--- config.mk ---
export PLATFORM = sky130hd
export DESIGN_NAME = alu_op_sequencer
export DESIGN_NICKNAME = d
export VERILOG_FILES = /design/src/rtl/alu_pkg.sv /design/src/rtl/alu_op_sequencer.sv
export SDC_FILE = /design/constraint.sdc
export NUM_CORES = 1
export LEC_CHECK = 0
export CORE_ASPECT_RATIO = 2
export CORE_UTILIZATION = 25
export CTS_CLUSTER_DIAMETER = 80
export DETAILED_ROUTE_END_ITERATION = 7
export SYNTH_ARGS = -nofsm -noshare
export SYNTH_HDL_FRONTEND = slang
export SYNTH_SLANG_ARGS = --single-unit
--- constraint.sdc ---
create_clock -name clk_i -period 3.3 [get_ports clk_i]
set_input_delay 0.33 -clock clk_i [delete_from_list [all_inputs] [get_ports clk_i]]
set_output_delay 0.33 -clock clk_i [all_outputs]
set_load 0.01 [all_outputs]
--- src/rtl/alu_pkg.sv ---
`default_nettype none
// ============================================================================
// Module      : alu_pkg
// Description : Shared definitions for the combinational ALU and its command
//               sequencer: operation codes, issue order, sequencer states.
// Contents    : ALU_* code constants, OP_COUNT, idx_to_code(), seq_state_e
// Revision    : 1.0 - initial release
// ============================================================================
package alu_pkg;

  localparam logic [3:0] ALU_ADD = 4'b0000;
  localparam logic [3:0] ALU_SUB = 4'b0001;
  localparam logic [3:0] ALU_SHL = 4'b0100;
  localparam logic [3:0] ALU_SHR = 4'b0101;
  localparam logic [3:0] ALU_AND = 4'b1000;
  localparam logic [3:0] ALU_OR  = 4'b1001;
  localparam logic [3:0] ALU_XOR = 4'b1010;

  localparam int         OP_COUNT = 7;
  localparam logic [2:0] LAST_IDX = 3'(OP_COUNT - 1);

  typedef enum logic [1:0] {
    IDLE  = 2'd0,
    ISSUE = 2'd1,
    WAIT  = 2'd2,
    DONE  = 2'd3
  } seq_state_e;

  // Fixed issue order; idx 7 is never reached and falls back to ADD.
  function automatic logic [3:0] idx_to_code(input logic [2:0] idx);
    logic [3:0] code;
    case (idx)
      3'd0:    code = ALU_ADD;
      3'd1:    code = ALU_SUB;
      3'd2:    code = ALU_SHL;
      3'd3:    code = ALU_SHR;
      3'd4:    code = ALU_AND;
      3'd5:    code = ALU_OR;
      3'd6:    code = ALU_XOR;
      default: code = ALU_ADD;
    endcase
    return code;
  endfunction

endpackage
`default_nettype wire

--- src/rtl/alu_op_sequencer.sv ---
`default_nettype none
// ============================================================================
// Module      : alu_op_sequencer
// Description : On an accepted start, latches operands A/B and walks every
//               supported ALU operation in fixed order. ALU inputs are driven
//               from registers; each result/flag pair is captured one cycle
//               later and offered as a tagged beat on a valid/ready port.
// Ports       : clk_i, rst_ni          clock / async active-low reset
//               start_i, abort_i       sequence control
//               op_a_i, op_b_i         operands, latched on accepted start
//               busy_o, done_o         status (done pulses after last beat)
//               alu_code_o/a_o/b_o     registered ALU command
//               alu_result_i/flags_i   combinational ALU response
//               res_valid_o/ready_i    result handshake
//               res_code_o/value_o/flags_o  result beat payload
// Revision    : 1.0 - initial release
// ============================================================================
module alu_op_sequencer
  import alu_pkg::*;
#(
  parameter int BITS = 4
) (
  input  logic            clk_i,
  input  logic            rst_ni,
  input  logic            start_i,
  input  logic            abort_i,
  input  logic [BITS-1:0] op_a_i,
  input  logic [BITS-1:0] op_b_i,
  output logic            busy_o,
  output logic [3:0]      alu_code_o,
  output logic [BITS-1:0] alu_a_o,
  output logic [BITS-1:0] alu_b_o,
  input  logic [BITS-1:0] alu_result_i,
  input  logic [3:0]      alu_flags_i,
  output logic            res_valid_o,
  input  logic            res_ready_i,
  output logic [3:0]      res_code_o,
  output logic [BITS-1:0] res_value_o,
  output logic [3:0]      res_flags_o,
  output logic            done_o
);

  seq_state_e      state_q, state_d;
  logic [2:0]      idx_q, idx_d;
  logic [3:0]      alu_code_q, alu_code_d;
  logic [BITS-1:0] alu_a_q, alu_a_d;
  logic [BITS-1:0] alu_b_q, alu_b_d;
  logic            res_valid_q, res_valid_d;
  logic [3:0]      res_code_q, res_code_d;
  logic [BITS-1:0] res_value_q, res_value_d;
  logic [3:0]      res_flags_q, res_flags_d;

  logic w_handshake;
  logic w_abort;

  assign w_handshake = res_valid_q & res_ready_i;
  // Abort only has meaning once a sequence is running.
  assign w_abort     = abort_i & (state_q != IDLE);

  // --------------------------------------------------------------------------
  // State register plus the datapath registers it sequences
  // --------------------------------------------------------------------------
  always_ff @(posedge clk_i or negedge rst_ni) begin
    if (!rst_ni) begin
      state_q     <= IDLE;
      idx_q       <= 3'd0;
      alu_code_q  <= ALU_ADD;
      alu_a_q     <= '0;
      alu_b_q     <= '0;
      res_valid_q <= 1'b0;
      res_code_q  <= 4'b0000;
      res_value_q <= '0;
      res_flags_q <= 4'b0000;
    end else begin
      state_q     <= state_d;
      idx_q       <= idx_d;
      alu_code_q  <= alu_code_d;
      alu_a_q     <= alu_a_d;
      alu_b_q     <= alu_b_d;
      res_valid_q <= res_valid_d;
      res_code_q  <= res_code_d;
      res_value_q <= res_value_d;
      res_flags_q <= res_flags_d;
    end
  end

  // --------------------------------------------------------------------------
  // Next-state logic
  // --------------------------------------------------------------------------
  always_comb begin
    state_d = state_q;
    if (w_abort) begin
      state_d = IDLE;
    end else begin
      case (state_q)
        IDLE:    if (start_i && !abort_i) state_d = ISSUE;
        ISSUE:   state_d = WAIT;
        WAIT:    if (w_handshake) state_d = (idx_q == LAST_IDX) ? DONE : ISSUE;
        DONE:    state_d = IDLE;
        default: state_d = IDLE;
      endcase
    end
  end

  // --------------------------------------------------------------------------
  // Datapath next values
  // --------------------------------------------------------------------------
  always_comb begin
    idx_d       = idx_q;
    alu_code_d  = alu_code_q;
    alu_a_d     = alu_a_q;
    alu_b_d     = alu_b_q;
    res_valid_d = res_valid_q;
    res_code_d  = res_code_q;
    res_value_d = res_value_q;
    res_flags_d = res_flags_q;

    if (w_abort) begin
      // Any pending beat is dropped, even if it is being accepted right now.
      idx_d       = 3'd0;
      alu_code_d  = ALU_ADD;
      res_valid_d = 1'b0;
    end else begin
      case (state_q)
        IDLE: begin
          if (start_i && !abort_i) begin
            idx_d      = 3'd0;
            alu_code_d = idx_to_code(3'd0);
            alu_a_d    = op_a_i;
            alu_b_d    = op_b_i;
          end
        end
        ISSUE: begin
          // ALU inputs have been stable for a full cycle; capture its output.
          res_value_d = alu_result_i;
          res_flags_d = alu_flags_i;
          res_code_d  = alu_code_q;
          res_valid_d = 1'b1;
        end
        WAIT: begin
          if (w_handshake) begin
            res_valid_d = 1'b0;
            if (idx_q != LAST_IDX) begin
              idx_d      = idx_q + 3'd1;
              alu_code_d = idx_to_code(idx_q + 3'd1);
            end
          end
        end
        DONE: begin
          // Operands are left in place; only the code returns to its idle value.
          idx_d      = 3'd0;
          alu_code_d = ALU_ADD;
        end
        default: ;
      endcase
    end
  end

  // --------------------------------------------------------------------------
  // Outputs
  // --------------------------------------------------------------------------
  always_comb begin
    busy_o      = (state_q != IDLE);
    done_o      = (state_q == DONE);
    alu_code_o  = alu_code_q;
    alu_a_o     = alu_a_q;
    alu_b_o     = alu_b_q;
    res_valid_o = res_valid_q;
    res_code_o  = res_code_q;
    res_value_o = res_value_q;
    res_flags_o = res_flags_q;
  end

endmodule
`default_nettype wire

### Word-level counts from Yosys, hierarchy flattened

Cells that the tools add are included.

| cells by class | value |
|---|---|
| add/sub/neg operators | 1 |
| reductions and logical operators | 11 |
| bitwise gates (word level) | 3 |
| eq/ne operators | 14 |
| mux-type cells | 19 |

Operator list:

| cell | count |
|---|---|
| case mux 4 bit (6 select lines) | 1 |
| 2-to-1 mux 4 bit | 4 |
| == test 3 bit (second input constant) | 4 |
| 2-to-1 mux 3 bit | 4 |
| != test 3 bit (second input constant) | 4 |
| case mux 4 bit (3 select lines) | 1 |
| case mux 3 bit (3 select lines) | 1 |
| 2-to-1 mux 2 bit | 4 |
| case mux 2 bit (4 select lines) | 1 |
| == test 3 x 2 -> 1 bit (second input constant) | 2 |
| AND reduction 2 bit | 3 |
| == test 2 bit (second input constant) | 2 |
| AND reduction 4 bit | 1 |
| nonzero test 4 bit | 1 |
| adder 3 x 1 -> 3 bit (second input constant) | 1 |
| == test 3 x 1 -> 1 bit (second input constant) | 1 |
| AND reduction 3 bit | 1 |
| nonzero test 3 bit | 1 |
| AND 1 bit | 2 |
| == test 2 x 1 -> 1 bit (second input constant) | 1 |
| logical NOT 2 bit | 1 |
| 2-to-1 mux 1 bit | 2 |
| case mux 1 bit (2 select lines) | 1 |
| nonzero test 2 bit | 1 |
| 3 further kinds | 3 |

| storage, ports and cells | value |
|---|---|
| register bits | 30 |
| output and inout port bits | 27 |
| logic and storage cells | 57 |
| input bits | 21 |

### Logic depth before layout (Yosys ltp)

| depth | value |
|---|---|
| depth in word-level cells | 7 |
| gate-level depth with buffers | 6 |
| gate-level depth less buffers | 6 |

### Least setup slack after synthesis

OpenSTA, ideal clock, no wires.

| path | value |
|---|---|
| path kind | register -> register |
| start point | register state_q[0] |
| end point | register alu_a_q[0], in the netlist alu_a_o[0] |
| period minus slack after synthesis | 1.454 ns |
| setup time | 0.125 ns |
| buffers on the path | 0 |
| path slack | 1.846 ns |
| data required time | 3.175 ns |
| stages on the path, launching flop included | 4 |
| arrival | 1.329 ns |
| cell sequence | dfrtp_1 -> or2_2 -> nor2_8 -> mux2_2 |

| between the ends | value |
|---|---|
| longest elaborated chain between the ends | 4 |
| elaborated cells on any way between the ends | 5 |
| those cells by class | 2 x bitwise; 3 x reduce/logical |

RTL lines:

| item | RTL line | RTL |
|---|---|---|
| start: declaration | alu_op_sequencer.sv:43 | `seq_state_e state_q, state_d;` |
| start signal: assignment | alu_op_sequencer.sv:75 | `state_q <= state_d;` |
| nonzero test 2 bit | -- |  |
| named net busy_o | alu_op_sequencer.sv:29 | `output logic busy_o,` |
| AND 1 bit | alu_op_sequencer.sv:58 | `assign w_abort = abort_i & (state_q != IDLE);` |
| NOT 1 bit (no source line) | -- |  |
| AND reduction 3 bit (no source line) | -- |  |
| end signal: assignment | alu_op_sequencer.sv:78 | `alu_a_q <= alu_a_d;` |
| end: declaration | alu_op_sequencer.sv:46 | `logic [BITS-1:0] alu_a_q, alu_a_d;` |

The timed path passes the listed nets, and every way through them passes these cells.
A chain may end at the register's enable or synchronous reset.

### Final worst setup path

| path | value |
|---|---|
| start point | register state_q[0] |
| end point | output port busy_o |

| between the ends | value |
|---|---|
| longest elaborated chain between the ends | 1 |

RTL lines:

| item | RTL line | RTL |
|---|---|---|
| nonzero test 2 bit | alu_op_sequencer.sv:163 | `busy_o = (state_q != IDLE);` |
| end: declaration | alu_op_sequencer.sv:29 |  |

Every way passes these cells.

==> metrics.md <==
| Metric | Value |
|---|---|
| CP Class | `flop to primary output` |
| Die Wd | `around 54 um` |
| Row count | `37` |
| Post_cts resized | `0` |
| Share of power burned in registers | `between 40% and 50%` |
| Synthesized area | `roughly 0.0013 mm2` |
| Ys async rst share | `100%` |
| #FFs+latches synth | `30` |
| Post-synth top cells | `dfrtp_1, mux2_2, ha_1, nor2_1, inv_1` |
| Worst Hold Margin | `roughly 430 ps` |
| EDFF count, synth | `0` |
| Post-synthesis sequential area ratio | `56.6%` |
| Nets | `approximately 180` |
| Netlist cell types | `31` |
| Setup-failing EPs final | `0` |
| Antenna-violating nets left | `0` |
| Worst hold path class | `input port to asynchronous set/reset pin` |
| Final period utilization | `59.5%` |
| Final Wtd Congestion | `a little under 0.8` |
| I/O pins | `48` |
| Final setup margin | `about 1300 ps` |
| DRC viols | `0` |
| GRT Resource Usage Total | `between 10% and 20%` |
| Area Overhead vs Synth | `48.4%` |
| Most instantiated library cell after synthesis | `dfrtp_1` |
| CP max FO | `9` |
| # port buffers | `47` |
| Dpl hpwl | `around 2200 um` |
| Min Tclk post-route | `slightly below 2000 ps` |
| WP data required | `between 2000 and 3000 ps` |
| Worst-Margin Slew | `~400 ps` |
| Largest net degree at the start of global routing | `31` |
| Post-CTS Setup Inserts | `0` |
| Initial antenna violation count | `0` |
| Finished Layout Cells | `between 200 and 250` |
| Pint | `between 0.7 and 0.8 mW` |
| Routed wire length | `3040 um` |
| Vias in the first global route | `between 1000 and 1500` |
| Leak | `0.847 nW` |
| Die ar. | `about 0.0056 mm2` |
| Synth Instances | `96` |
| Layout cell share with drive strength beyond 1 | `between 20 and 30%` |
| Worst-path clk slew | `about 70 ps` |
| Utilization after layout | `38.3%` |
| First-pass GRT wire length | `about 5000 um` |
| Die Y | `105 um` |
| TritonCTS Buffers | `5` |
| CP Launch Type | `flop` |
| Max IR drop VDD | `between 0.0002 and 0.0003 V` |
| Max Freq | `509 MHz` |
| Post-synth top area share | `about 57%` |
| Status | `completed` |
| Total number of vias | `1007` |
| Slowest CP cell | `clkdlybuf4s50_1` |
| Grt ovf | `0` |
| Sink Count | `30` |
| Data arrival, critical path | `1630 ps` |
| Vias/cell | `4.80` |
| Cell family with most CP delay | `buffers and inverters` |
| Synth area leader | `dfrtp_1` |
| CTS Buffer Depth | `2` |
| Worst path cell trace | `or2_2 -> clkdlybuf4s50_1` |
| Fillcell total | `roughly 510` |
| RSZ-0062 raised after global routing | `no` |
| CTS tree | `built` |
| Placed Cells incl. Taps | `approximately 200` |
| Combinational share of power | `27.7%` |
| Later-pin clock latency in the skew report | `280 ps` |
| Sw Ratio | `between 20% and 30%` |
| Critical Path End Type | `primary output` |
| Clk pwr share | `between 20% and 30%` |
| Warnings, synthesis | `0` |
| Setup skew after layout | `~6.6 ps` |
| Worst path bufs/invs | `1` |
| Top cells by area, synth | `dfrtp_1, mux2_2, ha_1, o2bb2ai_1, nor2_8` |
| Final TNS setup | `0 ps` |
| Placement Setup Slack | `between 1000 and 1500 ps` |
| Post-Syn Nets | `between 100 and 150` |
| Slowest stage delay, CP | `about 500 ps` |
| Syn_area_per_cell | `roughly 14 um2` |
| Slew margin rel. | `roughly three quarters` |
| CTS Hold Bufs | `0` |
| Initial Utilization | `around 26%` |
| Top FF cell, synth | `dfrtp_1` |
| Antenna fix cells | `0` |
| Max Cap Viol | `0` |
| Slew Viols, Final | `0` |
| Root Driver | `clkbuf_8` |
| 1st-pass router iterations | `4` |
| Drt wl/cell | `~14 um` |
| Psw | `between 0.2 and 0.3 mW` |
| CTS H-tree depth | `2` |
| Fin. Hold Viols | `0` |
| Core area | `approximately 0.0051 mm2` |
| DRT iter0 DRCs | `22` |
| Pwr/cell area | `between 500 and 600 mW/mm2` |
[kinds of logic (layout without fill, tap and decap cells)]
family / count (synthesis) / in the layout / synth area share, %
buffers and inverters: 5 / 61 / 1.70
AOI/OAI and AO/OA: 15 / 15 / 8.87
DFF: 30 / 30 / 56.6
muxes: 20 / 20 / 17.0
adders and majority gates: 5 / 5 / 4.72
and+or+nand+nor: 21 / 21 / 11.1
[cells in the final DEF, fill, tap and decap left out, types with 2 or more instances in the layout]
cell and count:
mux2_2 20, a21oi_1 2, inv_1 4, clkdlybuf4s50_1 47, o2bb2ai_1 3, nand2_1 3
dfrtp_1 30, ha_1 5, clkbuf_8 6, nor2_1 5, o21ai_0 2, buf_4 2
[state kept, by name, indices dropped and copies added, names as in the netlist]
name         flops
res_flags_o      4
alu_a_o          4
idx_q            3
res_code_o       4
res_value_o      4
res_valid_o      1
state_q          2
alu_b_o          4
alu_code_o       4
[power by group through the flow]
stage          clock [mW]  sequential (mW)  combinational, mW
2_1_floorplan           0            0.503             0.0933
3_3_place_gp            0            0.475              0.296
3_5_place_dp            0            0.479              0.301
4_1_cts             0.320            0.472              0.303
5_1_grt             0.335            0.481              0.321
6_report            0.305            0.472              0.298
[worst reg2reg max path, delay by kind of cell (launching register included)]
kind | cells | cell delay, ps
compound gates | 2 | 440
fa+ha+maj | 1 | 240
buf+inv | 1 | 90
flops | 1 | 410
simple gates | 2 | 240
[path summary, 6_finish.rpt]
| kind | end | cells after the start | from | slack [ps] |
|---|---|---|---|---|
| max | busy_o | 2 | state_q[0] | 1340 |
| min | res_code_o[1] | 2 | rst_ni | 430 |
| max reg2reg | idx_q[1] | 6 | idx_q[0] | 1770 |
| min reg2reg | alu_b_o[2] | 1 | alu_b_o[2] | 500 |
| max in group asynchronous | alu_b_o[2] | 2 | rst_ni | 2560 |
| min in group clk_i | alu_b_o[2] | 1 | alu_b_o[2] | 500 |
[routing by layer]
layer | GRT usage, % | routed length (um)
met5 | 0 | 0
met2 | 22.6 | 1710
met1 | 12.5 | 1120
met3 | 2.62 | 132
met4 | 6.77 | 70
[through the flow]
step / power (mW) / cell area, um2
after floorplan: 0.596 / 1330
after global placement: 0.771 / 1880
after detailed placement: 0.780 / 1880
after CTS: 1.10 / 1970
after global routing: 1.14 / 1970
final: 1.07 / 1970
[cell type report]
cell class / instances / area, um2 / area share (%)
Sequential cell: 30 / 751 / 38.1
Timing Repair Buffer: 49 / 485 / 24.7
Inverter: 4 / 15.0 / 0.763
Tap cell: 58 / 72.6 / 3.69
Clock buffer: 7 / 86.3 / 4.39
Clock inverter: 1 / 5.00 / 0.254
Multi-Input combinational cell: 61 / 553 / 28.1
No activity file was read; power rests on OpenSTA's default activity.
